**src/rtl/iex_branch_resolver_pkg.sv**
```systemverilog
// Shared definitions for the IEX branch resolver.
//   - `DATA_WIDTH : default datapath / PC width (XLEN source), overridable
//   - funct3 encodings of the conditional branches
//   - 2-bit resolver FSM state encoding
`ifndef DATA_WIDTH
`define DATA_WIDTH 32
`endif

package iex_branch_resolver_pkg;

    localparam logic [2:0] F3_BEQ  = 3'b000;
    localparam logic [2:0] F3_BNE  = 3'b001;
    localparam logic [2:0] F3_BLT  = 3'b100;
    localparam logic [2:0] F3_BGE  = 3'b101;
    localparam logic [2:0] F3_BLTU = 3'b110;
    localparam logic [2:0] F3_BGEU = 3'b111;

    typedef enum logic [1:0] {
        ST_IDLE     = 2'd0,
        ST_REDIRECT = 2'd1,
        ST_FLUSH    = 2'd2
    } br_state_t;

endpackage

```
**src/rtl/iex_branch_resolver_cond_eval.sv**
```systemverilog
// br_cond_eval: combinational branch condition evaluation.
// Ports:
//   funct3  in   3     branch encoding (undefined encodings resolve not taken)
//   rs1     in   XLEN  first operand
//   rs2     in   XLEN  second operand
//   taken   out  1     condition holds
module br_cond_eval
    import iex_branch_resolver_pkg::*;
#(
    parameter int XLEN = `DATA_WIDTH
) (
    input  logic [2:0]      funct3,
    input  logic [XLEN-1:0] rs1,
    input  logic [XLEN-1:0] rs2,
    output logic            taken
);

    logic eq;
    logic lt;
    logic ltu;

    assign eq  = (rs1 == rs2);
    assign lt  = ($signed(rs1) < $signed(rs2));
    assign ltu = (rs1 < rs2);

    always_comb begin
        taken = 1'b0;
        case (funct3)
            F3_BEQ:  taken = eq;
            F3_BNE:  taken = !eq;
            F3_BLT:  taken = lt;
            F3_BGE:  taken = !lt;
            F3_BLTU: taken = ltu;
            F3_BGEU: taken = !ltu;
            default: taken = 1'b0;
        endcase
    end

endmodule

```
**src/rtl/iex_branch_resolver.sv**
```systemverilog
// iex_branch_resolver: resolves branches/jumps in IEX, redirects IF over a
// valid/ready handshake, holds a flush for FLUSH_CYCLES after the redirect is
// accepted, and returns the JAL/JALR link value (pc+4).
// Optional feature macro: BRANCH_PERF_CNT_EN adds br_cnt_o / taken_cnt_o.
// Ports:
//   clk, rst                      clock, synchronous active-high reset
//   br_valid_i / br_ready_o       op handshake (ready only in IDLE)
//   br_funct3_i, br_is_jal_i, br_is_jalr_i, br_pc_i, br_imm_i, br_rs1_i, br_rs2_i
//   redir_valid_o / redir_ready_i, redir_pc_o   redirect to IF
//   flush_o                       kill younger ops (REDIRECT and FLUSH)
//   link_valid_o, link_data_o     1-cycle link writeback pulse, pc+4
//   misalign_o                    1-cycle pulse, taken target has bit[1] set
//   br_cnt_o, taken_cnt_o         conditional branch perf counters (macro only)
module iex_branch_resolver
    import iex_branch_resolver_pkg::*;
#(
    parameter int XLEN         = `DATA_WIDTH,
    parameter int FLUSH_CYCLES = 2,
    parameter int CNT_WIDTH    = 32
) (
    input  logic                 clk,
    input  logic                 rst,
    input  logic                 br_valid_i,
    output logic                 br_ready_o,
    input  logic [2:0]           br_funct3_i,
    input  logic                 br_is_jal_i,
    input  logic                 br_is_jalr_i,
    input  logic [XLEN-1:0]      br_pc_i,
    input  logic [XLEN-1:0]      br_imm_i,
    input  logic [XLEN-1:0]      br_rs1_i,
    input  logic [XLEN-1:0]      br_rs2_i,
    output logic                 redir_valid_o,
    input  logic                 redir_ready_i,
    output logic [XLEN-1:0]      redir_pc_o,
    output logic                 flush_o,
    output logic                 link_valid_o,
    output logic [XLEN-1:0]      link_data_o,
    output logic                 misalign_o
`ifdef BRANCH_PERF_CNT_EN
    ,
    output logic [CNT_WIDTH-1:0] br_cnt_o,
    output logic [CNT_WIDTH-1:0] taken_cnt_o
`endif
);

    localparam int FCW = $clog2(FLUSH_CYCLES + 1);

    br_state_t       state;
    br_state_t       state_next;
    logic [FCW-1:0]  flush_cnt;
    logic            ready_q;

    logic            cond_taken;
    logic            is_jump;
    logic            taken;
    logic            accept;
    logic [XLEN-1:0] target_base;
    logic [XLEN-1:0] target_sum;
    logic [XLEN-1:0] target;
    logic            go_redirect;

    br_cond_eval #(
        .XLEN (XLEN)
    ) u_cond_eval (
        .funct3 (br_funct3_i),
        .rs1    (br_rs1_i),
        .rs2    (br_rs2_i),
        .taken  (cond_taken)
    );

    assign is_jump     = br_is_jal_i | br_is_jalr_i;
    assign taken       = is_jump | cond_taken;
    assign accept      = br_valid_i & ready_q;
    assign target_base = br_is_jalr_i ? br_rs1_i : br_pc_i;
    assign target_sum  = target_base + br_imm_i;
    assign target      = {target_sum[XLEN-1:1], target_sum[0] & ~br_is_jalr_i};
    assign go_redirect = accept & taken & ~target[1];

    // ready is registered so it stays low for the whole reset and first rises
    // on the edge after reset is released.
    assign br_ready_o = ready_q;

    always_comb begin
        state_next    = state;
        redir_valid_o = 1'b0;
        flush_o       = 1'b0;
        case (state)
            ST_IDLE: begin
                if (go_redirect) state_next = ST_REDIRECT;
            end
            ST_REDIRECT: begin
                redir_valid_o = 1'b1;
                flush_o       = 1'b1;
                if (redir_ready_i) state_next = ST_FLUSH;
            end
            ST_FLUSH: begin
                flush_o = 1'b1;
                if (flush_cnt == '0) state_next = ST_IDLE;
            end
            default: state_next = ST_IDLE;
        endcase
    end

    always_ff @(posedge clk) begin
        if (rst) begin
            state        <= ST_IDLE;
            ready_q      <= 1'b0;
            flush_cnt    <= '0;
            redir_pc_o   <= '0;
            link_valid_o <= 1'b0;
            link_data_o  <= '0;
            misalign_o   <= 1'b0;
        end else begin
            state        <= state_next;
            ready_q      <= (state_next == ST_IDLE);
            link_valid_o <= accept & is_jump;
            misalign_o   <= accept & taken & target[1];
            if (accept & is_jump) link_data_o <= br_pc_i + XLEN'(4);
            if (go_redirect)      redir_pc_o  <= target;
            if (state == ST_REDIRECT)
                flush_cnt <= FCW'(FLUSH_CYCLES - 1);
            else if (state == ST_FLUSH && flush_cnt != '0)
                flush_cnt <= flush_cnt - FCW'(1);
        end
    end

`ifdef BRANCH_PERF_CNT_EN
    always_ff @(posedge clk) begin
        if (rst) begin
            br_cnt_o    <= '0;
            taken_cnt_o <= '0;
        end else if (accept & ~is_jump) begin
            br_cnt_o <= br_cnt_o + CNT_WIDTH'(1);
            if (cond_taken) taken_cnt_o <= taken_cnt_o + CNT_WIDTH'(1);
        end
    end
`endif

endmodule
```
**config.mk**
```make
export PLATFORM = sky130hd
export DESIGN_NAME = iex_branch_resolver
export DESIGN_NICKNAME = d
export VERILOG_FILES = /design/src/rtl/iex_branch_resolver_pkg.sv /design/src/rtl/iex_branch_resolver_cond_eval.sv /design/src/rtl/iex_branch_resolver.sv
export SDC_FILE = /design/constraint.sdc
export NUM_CORES = 1
export LEC_CHECK = 0
export ABC_AREA = 1
export CAP_MARGIN = 30
export CORE_ASPECT_RATIO = 0.6
export CORE_UTILIZATION = 51
export DETAILED_ROUTE_END_ITERATION = 10
export HOLD_SLACK_MARGIN = 0.03
export PLACE_DENSITY_LB_ADDON = 0.2
export SKIP_CTS_REPAIR_TIMING = 1
export SYNTH_ARGS = -nofsm -noshare
export SYNTH_HDL_FRONTEND = slang
export SYNTH_SLANG_ARGS = --single-unit
```
**constraint.sdc**
```tcl
create_clock -name clk -period 4.2 [get_ports clk]
set_input_delay 0.42 -clock clk [delete_from_list [all_inputs] [get_ports clk]]
set_output_delay 0.42 -clock clk [all_outputs]
set_load 0.05 [all_outputs]
```
==> results.py, run 1 <==
metrics = {
    "run_status": {
        "outcome": "complete, no violations",
    },
    "grt": {
        "grt_max_degree": 57,
        "gr-usage-all-layers_pct": 31.8,
        "grt_antenna_before_repair": 0,
        "grt_pass1_vias": 6235,
        "grt_pass1_wl_um": 31700,
        "gr-total-overflow": 0,
    },
    "detailed_routing": {
        "wl_um": 20500,
        "ant_nets": 0,
        "via_per_inst": 5.23,
        "route.detailed.drc": 0,
        "drt_iter0_drc": 644,
        "vias": 7021,
        "drt_pass1_iterations": 5,
        "wl_per_cell_um": 15.3,
    },
    "power_and_ir_drop": {
        "p_sw_mw": 1.02,
        "power.share.sequential_pct": 28.0,
        "pwr-share-clk_pct": 31.9,
        "vdd_drop_max_mv": 0.216,
        "powerDensity_nw_per_um2": 309,
        "totalPowerFinal_mw": 2.71,
        "power_frac_comb_pct": 40.1,
        "leakagePower_nw": 4.12,
        "switching_share_pct": 37.7,
        "p_int_mw": 1.69,
    },
    "critical_path": {
        "reg2reg_depth": 6,
        "r2r_slack_ps": 2590,
        "path_delay_family": "simple AND/OR/NAND/NOR gates",
        "path_buf_inv": 3,
        "cp.depth": 19,
        "reg2reg_from": "br_ready_o",
        "cp_slowest_cell": "clkdlybuf4s50_1",
        "critical_path.max_stage_delay_ps": 490,
        "crit_fanout": 51,
        "cp_common_cell": "nand2_1",
        "cp.required_ps": 4440,
        "crit_arrival_ps": 3530,
        "crit_path_end_kind": "flop",
        "cp-start-kind": "input pin",
        "cp_cell_sequence": "clkdlybuf4s50_1 -> buf_4 -> o21ai_0 -> ha_1 -> nand2_1 -> inv_1 -> nand2_1 -> nor2_1 -> nand4_1 -> nand3_1 -> nand2_1 -> o211ai_1 -> nand2_1 -> nand2_1 -> nand2_1 -> nand2_1 -> nand2_1 -> a21oi_1 -> nor2_1",
        "path_class": "input pin to flop",
        "worst_r2r_endpoint": "redir_pc_o[0]",
    },
    "floorplanning": {
        "die_h_um": 88.1,
        "rows": 31,
        "core_area_um2": 12100,
        "initial_utilization_pct": 52.2,
        "pin_count": 206,
        "die-area_um2": 12800,
        "die_w_um": 145,
    },
    "sta": {
        "fin_crit_ps": 3300,
        "setup_viol": 0,
        "fin_skew_ps": 4.74,
        "relSlewSlack_pct": 41.3,
        "whs_ps": 459,
        "tightest_slew_ps": 879,
        "hold_violations": 0,
        "clock.fmax_mhz": 303,
        "rsz0062_at_grt": "no",
        "fin_tns_setup_ps": 0,
        "timing.final.max_slew_violations": 0,
        "timing.final.crit_share_pct": 78.5,
    },
    "clocking": {
        "clk_latency_ps": 340,
        "clockBufferDepth": 2,
        "cts_tree": "yes",
        "path_clk_slew_ps": 60,
        "clock_sinks": 71,
        "cts_htree_levels": 3,
        "cts_buffers": 9,
        "cts_root_buffer": "clkbuf_16",
    },
    "min_path": {
        "hp-start": "redir_pc_o[1]",
        "worstHoldPathType": "flop to flop",
        "whs_endpoint": "redir_pc_o[1]",
        "holdPathStages": 2,
    },
    "synth": {
        "ys_seq_elements": 71,
        "synth.area.top_cells": "dfxtp_1, nand2_1, ha_1, inv_1, a21oi_1",
        "synth_top_cell_by_area": "dfxtp_1",
        "avgSynthCellArea_um2": 6.43,
        "seq_area_frac_synth_pct": 22.6,
        "synth_edf_count": 0,
        "synth_top_area_share_pct": 22.6,
        "synth.distinct_cells": 41,
        "syn_area_um2": 6300,
        "yosys_warnings": 0,
        "synth_nets": 1186,
        "synthFlopType": "dfxtp_1",
        "async_flop_share_pct": 0,
        "synth_cells": 979,
    },
    "placed_design": {
        "hpwl_um": 16600,
        "gp_congestion": 0.981,
        "io_buffers": 205,
    },
    "layout": {
        "layout-area-overhead-vs-synth_pct": 39.2,
        "drive_gt1_share_pct": 4.24,
        "diodes": 0,
        "final_cell_mix": "nand2_1, clkdlybuf4s50_1, inv_1",
        "final_common_cell": "nand2_1",
        "fin_nets": 1380,
        "fill_cells": 984,
    },
    "job": {
        "drv_cap": 0,
    },
}
-- registers in the layout, indices dropped and copies added (netlist names) --
| register | flops |
|---|---|
| link_data_o | 32 |
| redir_pc_o | 32 |
| link_valid_o | 1 |
| state | 2 |
| misalign_o | 1 |
| br_ready_o | 1 |
| flush_cnt | 2 |
-- worst min-delay path, stage by stage, from the launching register on --
cell,delay [ps]
dfxtp_1,310
nand3_1,70
inv_1,40
-- synthesized netlist by cell type (4+ instances only) --
| cell type | count |
|---|---|
| nand2_2 | 5 |
| dfxtp_1 | 71 |
| nor3_1 | 11 |
| nand3_2 | 4 |
| o21ai_0 | 71 |
| ha_1 | 69 |
| inv_1 | 137 |
| nand3_1 | 17 |
| o21a_1 | 6 |
| a21oi_1 | 90 |
| nand4_1 | 9 |
| o21bai_1 | 5 |
| nand2_1 | 243 |
| clkbuf_1 | 20 |
| nor2_2 | 5 |
| xnor2_1 | 13 |
| o211ai_1 | 5 |
| nor2_1 | 114 |
| o21ai_1 | 7 |
| xor2_1 | 42 |
-- metal layers --
metal  vias to the layer above  track usage, %  wire length (µm)
li1                       3542               -                 -
met1                      3112            47.1             10000
met2                       345            45.6              7950
met3                        22            8.18              2280
met4                         0            7.08               280
met5                         -               0                 0
-- worst max-delay path by stage --
stage	start	to
after detailed placement	br_is_jalr_i	redir_pc_o[30]
after global placement	br_is_jalr_i	redir_pc_o[29]
after global routing	br_is_jalr_i	redir_pc_o[29]
after floorplan	br_is_jalr_i	redir_pc_o[31]
final	br_is_jalr_i	redir_pc_o[29]
after CTS	br_is_jalr_i	redir_pc_o[30]
-- power groups by stage --
stage	clock [mW]	combinational [mW]	sequential (mW)
2_1_floorplan	0	0.508	0.939
3_3_place_gp	0	1.06	0.771
3_5_place_dp	0	1.07	0.771
4_1_cts	0.868	1.07	0.757
5_1_grt	0.895	1.18	0.764
6_report	0.864	1.09	0.758
-- metrics by stage --
step	setup WS [ps]	std cells	cell area, µm²	util [%]
detailed placement	626	1327	8440	69.9
CTS	976	1343	8770	72.7
global placement	639	1327	8440	69.9
floorplan	1280	979	6300	-
global route	639	1343	8770	72.7
finish	904	1343	8770	72.7
-- cells by family after synthesis --
logic type | share of synthesized area, %
XOR/XNOR | 7.65
AO/OA/AOI/OAI | 16.5
adder cells (fa/ha/maj) | 14.0
buffers and inverters | 10.6
flip-flops | 22.6
AND/OR/NAND/NOR | 28.7
-- final cells by class --
class	instances	area, µm²	area share [%]
Sequential cell	71	1420	16.2
Clock buffer	10	239	2.73
Inverter	138	518	5.91
Tap cell	165	206	2.35
Clock inverter	6	92.6	1.06
Multi-Input combinational cell	744	4210	48.1
Timing Repair Buffer	209	2080	23.7
Note: power is estimated with default switching activity, not from simulation.
==> run 2: changes to the inputs <==
- CORE_UTILIZATION: 51 -> 48
- clock period: 4.2 -> 3.4 ns (I/O delays scaled with it)
==> run 2 against run 1 <==
Net effect:
- worst hold slack better by 1.8 ps
- count of clock-buffer cells in the layout is the same
- final cell count rose by 1.0%
- clock power up 34%
- register-to-register slack got worse by 790 ps
- largest cell class unchanged
- setup slack got worse by 500 ps
==> results.py, run 2 (synthesis gave the netlist of run 1 again) <==
metrics = {
    "power_and_ir_drop": {
        "powerDensity_nw_per_um2": 388,
        "vdd_drop_max_mv": 0.262,
        "leakagePower_nw": 4.22,
        "totalPowerFinal_mw": 3.47,
    },
    "layout": {
        "final_cells": 1357,
        "top_regs": "link_data_o (32), redir_pc_o (32)",
        "fin_nets": 1394,
        "drive_gt1_share_pct": 5.29,
        "layout-area-overhead-vs-synth_pct": 42.0,
        "final_common_cell": "nand2_1",
        "diodes": 0,
        "fin_area_um2": 8940,
        "fill_cells": 1030,
        "final_cell_mix": "nand2_1, clkdlybuf4s50_1, inv_1",
    },
    "critical_path": {
        "crit_fanout": 51,
        "reg2reg_from": "br_ready_o",
        "reg2reg_depth": 7,
        "r2r_slack_ps": 1800,
        "path_class": "input pin to flop",
        "crit_arrival_ps": 3280,
        "worst_r2r_endpoint": "link_data_o[11]",
        "cp-start-kind": "input pin",
        "crit_path_end_kind": "flop",
        "cp.required_ps": 3680,
    },
    "grt": {
        "gr-total-overflow": 0,
        "grt_pass1_wl_um": 32600,
        "grt_pass1_vias": 6302,
        "gr-usage-all-layers_pct": 30.8,
        "grt_antenna_before_repair": 0,
        "grt_max_degree": 57,
    },
    "sta": {
        "clock.fmax_mhz": 334,
        "setup_viol": 0,
        "relSlewSlack_pct": 57.1,
        "rsz0062_at_grt": "no",
        "whs_ps": 461,
        "hold_violations": 0,
        "fin_crit_ps": 2990,
        "tightest_slew_ps": 643,
        "fin_tns_setup_ps": 0,
        "fin_skew_ps": 5.38,
        "timing.final.max_slew_violations": 0,
        "timing.final.crit_share_pct": 88.1,
    },
    "clocking": {
        "clk_latency_ps": 340,
        "clock_sinks": 71,
        "cts_buffers": 9,
        "path_clk_slew_ps": 60,
        "cts_htree_levels": 3,
        "clockBufferDepth": 2,
        "cts_root_buffer": "clkbuf_16",
        "cts_tree": "yes",
    },
    "placed_design": {
        "dp.cells": 1341,
        "placed_cell_area_um2": 8580,
        "io_buffers": 205,
        "gp_congestion": 0.979,
        "hpwl_um": 17200,
    },
    "detailed_routing": {
        "drt_pass1_iterations": 5,
        "vias": 7058,
        "route.detailed.drc": 0,
        "wl_um": 21000,
        "ant_nets": 0,
        "wl_per_cell_um": 15.5,
        "via_per_inst": 5.20,
        "drt_iter0_drc": 563,
    },
    "min_path": {
        "hp-start": "redir_pc_o[22]",
        "holdPathStages": 2,
        "worstHoldPathType": "flop to flop",
        "whs_endpoint": "redir_pc_o[22]",
    },
    "floorplanning": {
        "rows": 31,
        "die_w_um": 150,
        "initial_utilization_pct": 50.7,
        "core_area_um2": 12400,
        "die_h_um": 90.7,
        "pin_count": 206,
        "die-area_um2": 13600,
    },
    "run_status": {
        "outcome": "complete, no violations",
    },
    "job": {
        "drv_cap": 0,
    },
}
-- run 2: where the power goes --
part | switching [mW] | internal, mW
Combinational | 0.825 | 0.545
Sequential | 0.0399 | 0.898
Clock | 0.369 | 0.790
Total | 1.23 | 2.23
-- run 2: through the flow --
step | utilization [%] | setup WS (ps)
finish | 72.0 | 406
detailed placement | 69.1 | 92.6
CTS | 72.0 | 451
global route | 72.0 | 210
floorplan | - | 560
global placement | 69.1 | 66.3
-- run 2: worst max-delay path by stage --
stage,to,startpoint
floorplan,redir_pc_o[31],br_is_jalr_i
global placement,redir_pc_o[30],br_is_jalr_i
detailed placement,redir_pc_o[30],br_is_jalr_i
CTS,redir_pc_o[30],br_is_jalr_i
global route,redir_pc_o[30],br_is_jalr_i
finish,redir_pc_o[30],br_is_jalr_i
-- run 2: routing by layer --
metal  vias to the layer above  global-route usage (%)  wire (µm)
li1                       3566                       -          -
met1                      3161                    47.6      10600
met2                       310                    42.8       8170
met3                        21                    7.02       2060
met4                         0                    5.05        178
met5                         -                       0          0
-- run 2: layout make-up --
type                            instances  area (µm²)  share of cell area, %
Clock buffer                           10         229                   2.56
Multi-Input combinational cell        744        4210                   47.1
Inverter                              138         518                   5.79
Clock inverter                          6         133                   1.48
Sequential cell                        71        1420                   15.9
Tap cell                              165         206                   2.31
Timing Repair Buffer                  223        2220                   24.8
-- run 2: worst max-delay path, stage by stage --
cell and delay [ps]:
clkdlybuf4s50_1 530, buf_12 230, o21ai_0 200, ha_1 440, nand2_1 90, inv_1 90, nand2_1 80, nor3_1 210
nand4_1 120, nand3_1 140, nand2_1 70, nand2_1 90, a21o_1 170, nand2_1 90, nand2_1 80, xor2_1 170
nor2_1 60, nor2_1 80
==> run 3: changes to the inputs <==
- SLEW_MARGIN: not set -> 25
- TNS_END_PERCENT: not set -> 100
==> results of run 3 <==
No change in the layout: final DEF, timing and power equal those of run 2.
